<file path="src/rtl/multi_cycle_control.sv">
// rtl/multi_cycle_control.sv - multi-cycle RV32I-subset control sequencer
//
// Steps each instruction through fetch, decode, execute, memory and write-back
// using one shared ALU and one unified memory port. Handshakes with memory via
// memReady, traps on illegal opcodes/funct3 and on memory wait overruns, and
// counts retired instructions.
//
// Ports:
//   clk, reset          clock (rising edge), synchronous active-low reset
//   instruction         current IR contents
//   zero                ALU zero flag (branch compare)
//   memReady            memory completes the current access this cycle
//   pcWrite, oldPcWrite, irWrite, iorD, memRead, memWrite, memtoReg,
//   regWrite, aluSrcA, aluSrcB, aluOp, pcSource
//                       datapath enables and mux selects (decoded from state)
//   illegal, timeout    sticky trap causes
//   state               current state encoding (debug)
//   instret             retired instruction count, wraps modulo 2^32
module multi_cycle_control #(
  parameter int MEM_WAIT_MAX = 15
) (
  input  logic        clk,
  input  logic        reset,
  input  logic [31:0] instruction,
  input  logic        zero,
  input  logic        memReady,
  output logic        pcWrite,
  output logic        oldPcWrite,
  output logic        irWrite,
  output logic        iorD,
  output logic        memRead,
  output logic        memWrite,
  output logic        memtoReg,
  output logic        regWrite,
  output logic [1:0]  aluSrcA,
  output logic [1:0]  aluSrcB,
  output logic [1:0]  aluOp,
  output logic        pcSource,
  output logic        illegal,
  output logic        timeout,
  output logic [3:0]  state,
  output logic [31:0] instret
);

  localparam int WCNT_W = ($clog2(MEM_WAIT_MAX + 1) > 4) ? $clog2(MEM_WAIT_MAX + 1) : 4;

  localparam logic [6:0] OP_R      = 7'b0110011;
  localparam logic [6:0] OP_I      = 7'b0010011;
  localparam logic [6:0] OP_LOAD   = 7'b0000011;
  localparam logic [6:0] OP_STORE  = 7'b0100011;
  localparam logic [6:0] OP_BRANCH = 7'b1100011;

  typedef enum logic [3:0] {
    FETCH     = 4'd0,
    DECODE    = 4'd1,
    EXEC_R    = 4'd2,
    EXEC_I    = 4'd3,
    MEM_ADDR  = 4'd4,
    MEM_READ  = 4'd5,
    MEM_WRITE = 4'd6,
    WB_ALU    = 4'd7,
    WB_MEM    = 4'd8,
    BRANCH    = 4'd9,
    TRAP      = 4'd10
  } state_t;

  state_t             cur;
  logic [WCNT_W-1:0]  wait_cnt;
  logic [6:0]         opcode;
  logic [2:0]         funct3;
  logic               mem_state;
  logic               wait_expired;
  logic               branch_ok;
  logic               retire;
  logic               unused_bits;

  assign opcode      = instruction[6:0];
  assign funct3      = instruction[14:12];
  assign unused_bits = ^{instruction[31:15], instruction[11:7]};
  assign state       = cur;

  // States that wait on memReady share one wait counter.
  assign mem_state = (cur == FETCH) || (cur == MEM_READ) || (cur == MEM_WRITE);

  // The count would reach MEM_WAIT_MAX on this edge; a simultaneous memReady
  // still completes the access because memReady is checked first below.
  assign wait_expired = mem_state && !memReady &&
                        (wait_cnt == WCNT_W'(MEM_WAIT_MAX - 1));

  assign branch_ok = (funct3 == 3'b000) || (funct3 == 3'b001);

  assign retire = (cur == WB_ALU) || (cur == WB_MEM) ||
                  ((cur == MEM_WRITE) && memReady) ||
                  ((cur == BRANCH) && branch_ok);

  always_ff @(posedge clk) begin
    if (!reset) begin
      cur      <= FETCH;
      wait_cnt <= '0;
      instret  <= '0;
      illegal  <= 1'b0;
      timeout  <= 1'b0;
    end else begin
      if (retire) begin
        instret <= instret + 32'd1;
      end
      // Any transition clears the wait counter; only a stalled memory state
      // overrides this with an increment.
      wait_cnt <= '0;
      case (cur)
        FETCH, MEM_READ, MEM_WRITE: begin
          if (memReady) begin
            case (cur)
              FETCH:    cur <= DECODE;
              MEM_READ: cur <= WB_MEM;
              default:  cur <= FETCH;
            endcase
          end else if (wait_expired) begin
            cur     <= TRAP;
            timeout <= 1'b1;
          end else begin
            wait_cnt <= wait_cnt + 1'b1;
          end
        end
        DECODE: begin
          case (opcode)
            OP_R:               cur <= EXEC_R;
            OP_I:               cur <= EXEC_I;
            OP_LOAD, OP_STORE:  cur <= MEM_ADDR;
            OP_BRANCH:          cur <= BRANCH;
            default: begin
              cur     <= TRAP;
              illegal <= 1'b1;
            end
          endcase
        end
        EXEC_R, EXEC_I: cur <= WB_ALU;
        MEM_ADDR:       cur <= (opcode == OP_LOAD) ? MEM_READ : MEM_WRITE;
        WB_ALU, WB_MEM: cur <= FETCH;
        BRANCH: begin
          if (branch_ok) begin
            cur <= FETCH;
          end else begin
            cur     <= TRAP;
            illegal <= 1'b1;
          end
        end
        TRAP:    cur <= TRAP;
        default: cur <= TRAP;
      endcase
    end
  end

  // Datapath controls are decoded from the current state; FETCH and BRANCH
  // additionally depend on memReady / zero within the cycle.
  always_comb begin
    pcWrite    = 1'b0;
    oldPcWrite = 1'b0;
    irWrite    = 1'b0;
    iorD       = 1'b0;
    memRead    = 1'b0;
    memWrite   = 1'b0;
    memtoReg   = 1'b0;
    regWrite   = 1'b0;
    aluSrcA    = 2'b00;
    aluSrcB    = 2'b00;
    aluOp      = 2'b00;
    pcSource   = 1'b0;
    case (cur)
      FETCH: begin
        memRead = 1'b1;
        aluSrcB = 2'b01;
        if (memReady) begin
          irWrite    = 1'b1;
          pcWrite    = 1'b1;
          oldPcWrite = 1'b1;
        end
      end
      DECODE: begin
        aluSrcA = 2'b01;
        aluSrcB = 2'b10;
      end
      EXEC_R: begin
        aluSrcA = 2'b10;
        aluSrcB = 2'b00;
        aluOp   = 2'b10;
      end
      EXEC_I: begin
        aluSrcA = 2'b10;
        aluSrcB = 2'b10;
        aluOp   = 2'b11;
      end
      MEM_ADDR: begin
        aluSrcA = 2'b10;
        aluSrcB = 2'b10;
      end
      MEM_READ: begin
        memRead = 1'b1;
        iorD    = 1'b1;
      end
      MEM_WRITE: begin
        memWrite = 1'b1;
        iorD     = 1'b1;
      end
      WB_ALU: begin
        regWrite = 1'b1;
      end
      WB_MEM: begin
        regWrite = 1'b1;
        memtoReg = 1'b1;
      end
      BRANCH: begin
        aluSrcA  = 2'b10;
        aluOp    = 2'b01;
        pcSource = 1'b1;
        if (funct3 == 3'b000) begin
          pcWrite = zero;
        end else if (funct3 == 3'b001) begin
          pcWrite = !zero;
        end
      end
      default: begin
      end
    endcase
  end

endmodule

</file>
<file path="config.mk">
export PLATFORM = sky130hd
export DESIGN_NAME = multi_cycle_control
export DESIGN_NICKNAME = d
export VERILOG_FILES = /design/src/rtl/multi_cycle_control.sv
export SDC_FILE = /design/constraint.sdc
export NUM_CORES = 1
export LEC_CHECK = 0
export ABC_AREA = 1
export BUFFER_PORTS_ARGS = -buffer_cell sky130_fd_sc_hd__buf_2
export CAP_MARGIN = 20
export CORE_MARGIN = 1.5
export CORE_UTILIZATION = 51
export CTS_CLUSTER_DIAMETER = 60
export CTS_CLUSTER_SIZE = 20
export DETAILED_ROUTE_END_ITERATION = 8
export GPL_TIMING_DRIVEN = 1
export PLACE_DENSITY = 0.8
export SYNTH_ARGS = -nofsm -noshare
export SYNTH_HDL_FRONTEND = slang
export SYNTH_SLANG_ARGS = --single-unit
</file>
<file path="constraint.sdc">
create_clock -name clk -period 1.9 [get_ports clk]
set_input_delay 0.57 -clock clk [delete_from_list [all_inputs] [get_ports clk]]
set_output_delay 0.57 -clock clk [all_outputs]
set_load 0.05 [all_outputs]
</file>
**Word level (Yosys, flattened, before mapping)**

Index checks and enable logic that the tools add are counted.

- $add $sub $neg: 2
- Muxes and demuxes: 24
- Reduce and logical (&&, ||, !) cells: 27
- Bitwise logic cells: 3
- Eq/ne operators: 19

Operators by type and width:

| cell | number |
|---|---|
| $add 32x1->32 const B | 1 |
| $pmux 4 s6 | 1 |
| $eq 4x3->1 const B | 4 |
| $pmux 4 s4 | 1 |
| $eq 7x6->1 const B | 2 |
| $eq 4x4->1 const B | 3 |
| $mux 1 | 12 |
| $mux 4 | 3 |
| $reduce_or 2->1 | 5 |
| $eq 4x2->1 const B | 2 |
| $pmux 2 s2 | 2 |
| $pmux 4 s2 | 1 |
| $reduce_or 4->1 | 2 |
| $eq 7x2->1 const B | 1 |
| $eq 7x5->1 const B | 1 |
| $eq 7x7->1 const B | 1 |
| $logic_or 1x1->1 | 6 |
| $pmux 2 s3 | 1 |
| $reduce_and 3->1 | 2 |
| $reduce_or 3->1 | 2 |
| $reduce_or 5->1 | 1 |
| $add 4x1->4 const B | 1 |
| $eq 4x1->1 const B | 1 |
| $logic_and 1x1->1 | 4 |
| other kinds (10) | 15 |

- Output and inout bits: 53
- Word-level logic and storage cells: 80
- Register bits after elaboration: 42
- Input port bits: 36

**Depth between registers and ports, before layout**

Gate-level depths: netlist of run 1.

- Depth in word-level cells: 8
- Depth in mapped cells: 10
- Depth with buffers taken out: 10

**Least setup slack after synthesis of run 1**

No wires, ideal clock.

- Kind: register to output
- Start point: register cur[3] (netlist: state[3])
- End point: output aluOp[0]
- Cell stages (with the launch flop): 7
- Required time: 1.330 ns
- Arrival: 2.445 ns
- Buffers on the path: 0
- Slack: -1.115 ns
- Path through: dfxtp_1 -> inv_2 -> nor2_2 -> inv_1 -> nor2_1 -> inv_1 -> o21ai_0

- Word-level cells in the longest chain between the ends: 2
- Elaborated cells between the ends (all ways): 4
- Those cells by class: eq/ne: 3; mux: 1

RTL lines:

| element | RTL line | source |
|---|---|---|
| start: declaration | 67 | `state_t cur;` |
| start signal: assignment | 138 | `MEM_ADDR: cur <= (opcode == OP_LOAD) ? MEM_READ : MEM_WRITE;` |
| $eq 4x4->1 or $eq 4x2->1 (tied branches) | 169 | `case (cur)` |
| $pmux 2 s3 (*) | 169 |  |
| end: declaration | 37 | `output logic [1:0] aluOp,` |

Mark *: on every way between the ends. The rest lies on a longest branch, timed or not.

**Final worst setup path of run 1**

- Start point: register cur[2] (netlist: state[2])
- End point: output irWrite

- Word-level cells in the longest chain between the ends: 2

RTL lines:

| element | RTL line | source |
|---|---|---|
| $logic_not 4->1 | 169 |  |
| $mux 1 | 169 |  |
| end: declaration | 29 | `output logic irWrite,` |

No other way between the ends.

==> impl_metrics.yaml, run 1 <==
timing:
  relSlewSlack_pct: 62.3
  clock_skew_ps: 11.2
  setup_viol: 5
  rsz0062_at_grt: "true"
  worst_slew_pin_slew_ps: 562
  period_share_pct: 101
  finalMaxSlewViolations: 0
  min_period_ps: 1920
  setup_slack_ps: -20.9
  fmax_mhz: 521
  finalHoldViolations: 0
power_and_ir_drop:
  p_leak_nw: 1.52
  powerDensity_mw_per_mm2: 1240
  peakVddDrop_mv: 1.12
layout:
  fin_util_pct: 69.0
  final_nets: 578
  antenna_cells: 0
  drive_gt1_share_pct: 23.7
  stdcell_count: 610
  syn_to_final_growth_pct: 30.1
synthesis:
  synth_common_cells: "162 x nand2_1, 85 x nor2_1, 51 x inv_1, 42 x dfxtp_1, 34 x nand3_1"
  synth_most_common_cell: "nand2_1"
  synth_seq_area_share_pct: 30.8
  synth.largest_area_cell: "dfxtp_1"
  yosys_most_used_dff: "dfxtp_1"
  syn-cell-area_mm2: 0.00273
  ys_ff_latch: 42
  synthArstFlopShare_pct: 0
  syn_nets: 502
  yosysTopAreaCellShare_pct: 30.8
  synth-edff-count: 0
  ys_warn_count: 0
  synth.area.top_cells: "dfxtp_1 31%, nand2_1 22%, nor2_1 12%"
  syn_avg_cell_area_um2: 5.89
  syn_inst: 463
  synthDistinctLibCells: 30
setup_path:
  required_ps: 1330
  critPathArrivalTime_ps: 1350
  r2r_setup_slack_ps: 170
  cp_max_fo: 5
  crit_path_top_delay_cell: "dfxtp_4"
  crit_top_cell: "clkinvlp_4"
  cp_top_family: "buffers and inverters"
  endpoint: "irWrite"
  path_depth: 6
  criticalPathCategory: "register to output port"
  crit_start: "state[2]$_SDFFE_PN0P_"
  r2r-end: "instret[18]$_SDFFE_PN0P_"
  cp_cell_sequence: "inv_2 -> nand3_4 -> clkinvlp_4 -> nand2_4 -> clkinvlp_4 -> buf_8"
  rr_startpoint: "instret[1]$_SDFFE_PN0P_"
  critical_path_buf_inv_count: 4
  max_stage_delay_ps: 380
  cp-start-kind: "register"
  worstRegToRegCells: 9
  cp-end-kind: "output port"
floorplanning:
  fp.dieH_um: 76.1
  die_w_um: 76.1
  start_util_pct: 53.0
  ioPinCount: 89
  core-area_mm2: 0.00514
  dieArea_mm2: 0.00579
  rows: 26
clock_tree:
  cts-root-buf: "clkbuf_8"
  path_clk_slew_ps: 70
  h-tree-depth: 2
  clkLatencyLatePin_ps: 300
  cts_tree: "done"
  cts_max_path_buffers: 2
  numCtsBuffers: 5
  cts_hold_buf: 0
  cts_sinks: 42
detailed_routing:
  drt_iter0_markers: 172
  vias: 3107
  firstDrtPassIters: 5
  ant_nets: 0
  drt-total-wl_um: 7290
  vias_per_cell: 5.09
  drc: 0
  wl_per_cell_um: 12.0
placed_design:
  post-place-cells: 597
  gp_congestion: 0.928
  hpwl_um: 5390
  port-buffer-count: 66
global_route:
  overflow: 0
  grt_pass1_wl_um: 12500
  antenna_found_initial: 0
  grt_pass1_vias: 2901
  grt_max_degree: 24
  grtUsageTotal_pct: 25.9
run_status:
  violations: "setup timing"
  run_status: "finished, violations left"
job:
  max_cap_viol_count: 0
hold_path:
  min_path_type: "register to register"
[power by group]
group | internal [W] | switching, W | total, W
clock | 0.000392 | 0.000309 | 0.000701
combinational | 0.000852 | 0.00177 | 0.00262
sequential | 0.000974 | 0.000102 | 0.00108
[final cells by class]
type,count,area (um2)
inverters,56,225
flip-flops and latches,42,857
well taps,70,87.6
multi-input cells,356,1730
fillers,489,1590
clock buffers,6,72.6
clock inverters,2,37.5
repair buffers,78,532
[layout by cell type (no fill, tap or decap), types with 5 or more instances in the layout]
master | Yosys | final
nand3_1 | 34 | 31
clkbuf_8 | 0 | 5
buf_2 | 0 | 51
buf_6 | 2 | 9
xor2_1 | 6 | 6
o21ai_0 | 7 | 5
nor2_4 | 0 | 5
inv_2 | 3 | 5
nor2_1 | 85 | 77
a21oi_1 | 23 | 23
nor2_2 | 5 | 8
nand2_1 | 162 | 158
xnor2_1 | 5 | 5
dfxtp_1 | 42 | 37
buf_4 | 4 | 10
nand4_1 | 8 | 8
inv_1 | 51 | 45
[flip-flops by register name (all words and copies together), names as in the netlist]
name,flops
illegal,1
instret,32
wait_cnt,4
state,4
timeout,1
[per-layer routing]
metal / part of all wire (%) / global-route usage [%] / up-vias / routed length (um)
met5: 0 / 0 / - / 0
met4: 2.0 / 7.59 / 0 / 147
met3: 4.6 / 4.43 / 16 / 339
met2: 48 / 44.5 / 80 / 3520
met1: 45 / 33.4 / 1414 / 3280
li1: - / - / 1597 / -
[cells by family (layout without fill, tap and decap cells)]
group	count (synthesis)	after routing	share of synthesized area, %
simple gates	305	305	46.5
buf+inv	65	142	10.1
flops	42	42	30.8
compound gates	37	37	7.62
xor+xnor	11	11	3.53
fa+ha+maj	3	3	1.38
[stage by stage]
stage / area (um2) / total power (W) / TNS, ps / setup slack, ps / hold slack (ps)
2_1_floorplan: 2810 / 0.00283 / -632 / -277 / 430
3_3_place_gp: 3240 / 0.00323 / 0 / 26.0 / 446
3_5_place_dp: 3240 / 0.00325 / 0 / 29.1 / 454
4_1_cts: 3460 / 0.00425 / -16.4 / -6.88 / 474
5_1_grt: 3550 / 0.00462 / -553 / -91.9 / 501
6_report: 3550 / 0.00440 / -76.5 / -20.9 / 467
[how the worst min path moves through the flow]
stage,cells past startpoint,slack [ps],startpoint,end
global route,1,500,wait_cnt[0]$_SDFF_PP0_,wait_cnt[0]$_SDFF_PP0_
CTS,1,470,timeout$_SDFFE_PN0P_,timeout$_SDFFE_PN0P_
floorplan,1,430,wait_cnt[0]$_SDFF_PP0_,wait_cnt[0]$_SDFF_PP0_
finish,1,470,timeout$_SDFFE_PN0P_,timeout$_SDFFE_PN0P_
detailed placement,1,450,timeout$_SDFFE_PN0P_,timeout$_SDFFE_PN0P_
global placement,1,450,timeout$_SDFFE_PN0P_,timeout$_SDFFE_PN0P_
[what timing repair did]
item,in CTS,in global routing
endpoints found under the setup margin,11,18
setup buffers,4,1
resized for setup,29,20
pin swaps,4,2
endpoints found under the hold margin,0,0
Note: power is estimated with default switching activity, not from simulation.
==> run 2: changes to the inputs <==
Settings changed: SETUP_SLACK_MARGIN set to 0.05.
==> run 2 against run 1 <==
  * The flow still finishes with violations (setup timing)
  * Register-to-register slack worse by 220 ps
  * Hold slack better by 6.5 ps
  * Via count is 11% higher
  * Critical path depth is 1 higher
  * First-iteration DRC count is 140% higher
  * Sequential power hardly changed
  * Sequential share of layout area is 1.4 points lower
  * Combinational power is 25% higher
  * Routed wire length is 31% higher
  * Non-clock buffer count is 13 higher
  * Highest routed layer unchanged
==> impl_metrics.yaml, run 2 (same netlist as run 1, synthesis figures left out) <==
detailed_routing:
  drt_iter0_markers: 418
  wl_per_cell_um: 15.3
  drt-total-wl_um: 9550
  vias: 3457
  firstDrtPassIters: 6
  drc: 0
  vias_per_cell: 5.55
  ant_nets: 0
floorplanning:
  ioPinCount: 89
  fp.dieH_um: 76.1
  rows: 26
  die_w_um: 76.1
  start_util_pct: 53.0
  dieArea_mm2: 0.00579
  core-area_mm2: 0.00514
clock_tree:
  numCtsBuffers: 5
  cts_tree: "done"
  cts-root-buf: "clkbuf_8"
  path_clk_slew_ps: 90
  clkLatencyLatePin_ps: 300
  cts_max_path_buffers: 2
  cts_sinks: 42
  cts_hold_buf: 0
  h-tree-depth: 2
timing:
  clock_skew_ps: 11.9
  min_period_ps: 2110
  setup_slack_ps: -214
  finalHoldViolations: 0
  finalMaxSlewViolations: 0
  setup_viol: 14
  relSlewSlack_pct: 68.7
  rsz0062_at_grt: "true"
  period_share_pct: 111
  worst_slew_pin_slew_ps: 466
  fmax_mhz: 473
run_status:
  run_status: "finished, violations left"
  violations: "setup timing"
power_and_ir_drop:
  switching_share_pct: 51.2
  power_frac_comb_pct: 66.2
  seq_power_share_pct: 22.1
  powerDensity_mw_per_mm2: 1310
  peakVddDrop_mv: 1.67
  switching_power_w: 0.00253
  intPower_w: 0.00241
  p_leak_nw: 1.60
  power_frac_clock_pct: 11.7
setup_path:
  cp-end-kind: "output port"
  critPathArrivalTime_ps: 1540
  cp_cell_sequence: "inv_6 -> buf_4 -> nand2_2 -> nor2_2 -> a21oi_4 -> inv_2 -> buf_6"
  criticalPathCategory: "register to output port"
  cp_max_fo: 4
  crit_path_top_delay_cell: "dfxtp_4"
  max_stage_delay_ps: 390
  cp-start-kind: "register"
  required_ps: 1330
layout:
  drive_gt1_share_pct: 28.0
  stdcell_count: 623
  final_common_cell: "nand2_1"
  largest-register: "instret"
  largest_reg_flops: 32
  stdcell_area_mm2: 0.00377
  final_nets: 591
  fin_util_pct: 73.3
  syn_to_final_growth_pct: 38.2
  antenna_cells: 0
  layout_common_cells: "154 x nand2_1, 77 x nor2_1, 51 x buf_2"
global_route:
  grtUsageTotal_pct: 28.0
  antenna_found_initial: 0
  grt_max_degree: 28
  overflow: 0
  grt_pass1_vias: 2983
  grt_pass1_wl_um: 13200
job:
  max_cap_viol_count: 0
placed_design:
  gp_congestion: 0.917
  place_area_mm2: 0.00323
  post-place-cells: 595
  port-buffer-count: 66
  hpwl_um: 5500
hold_path:
  min_path_type: "register to register"
[run 2: worst max-delay path: cells and delay by family (launching register included)]
family / cells / cell delay [ps]
flops: 1 / 390
compound gates: 1 / 200
simple gates: 2 / 220
buf+inv: 4 / 410
[run 2: metrics by stage]
stage	worst slack, ps	hold WS [ps]	power (W)	TNS (ps)
after global routing	-210	492	0.00509	-1890
after CTS	-28.4	473	0.00426	-63.3
after detailed placement	26.4	452	0.00324	0
after global placement	23.1	446	0.00321	0
after floorplan	-277	430	0.00285	-375
final	-214	473	0.00494	-842
[run 2: repair_timing]
item	4_1_cts	5_1_grt
pin swaps	6	22
buffers inserted	8	12
resized for setup	38	49
endpoints found under the setup margin	15	17
[run 2: final timing paths]
path                              start                 endpoint  slack [ps]  cells past startpoint
hold reg to reg    timeout$_SDFFE_PN0P_     timeout$_SDFFE_PN0P_         470                      1
hold / removal     timeout$_SDFFE_PN0P_     timeout$_SDFFE_PN0P_         470                      1
setup / recovery  state[3]$_SDFFE_PN0P_                 regWrite        -210                      7
setup reg to reg  state[3]$_SDFFE_PN0P_  instret[7]$_SDFFE_PN0P_         -50                     11
[run 2: routing by layer]
metal,GRT usage (%),routed length (um),vias up
met4,13.7,517,0
met2,50.6,4630,236
li1,-,-,1625
met5,0,0,-
met1,31.8,3530,1532
met3,4.79,870,64
[run 2: cell type report]
class / count / area [um2]
clock buffers: 8 / 80.1
fillers: 418 / 1370
inverters: 56 / 244
multi-input cells: 356 / 1810
flip-flops and latches: 42 / 858
well taps: 70 / 87.6
repair buffers: 91 / 688
[run 2: power groups by stage]
stage	Combinational, W	Sequential [W]	Clock [W]
floorplan	0.00157	0.00129	0
global placement	0.00212	0.00109	0
detailed placement	0.00214	0.00110	0
CTS	0.00261	0.00108	0.000574
global route	0.00339	0.00109	0.000613
finish	0.00327	0.00109	0.000579
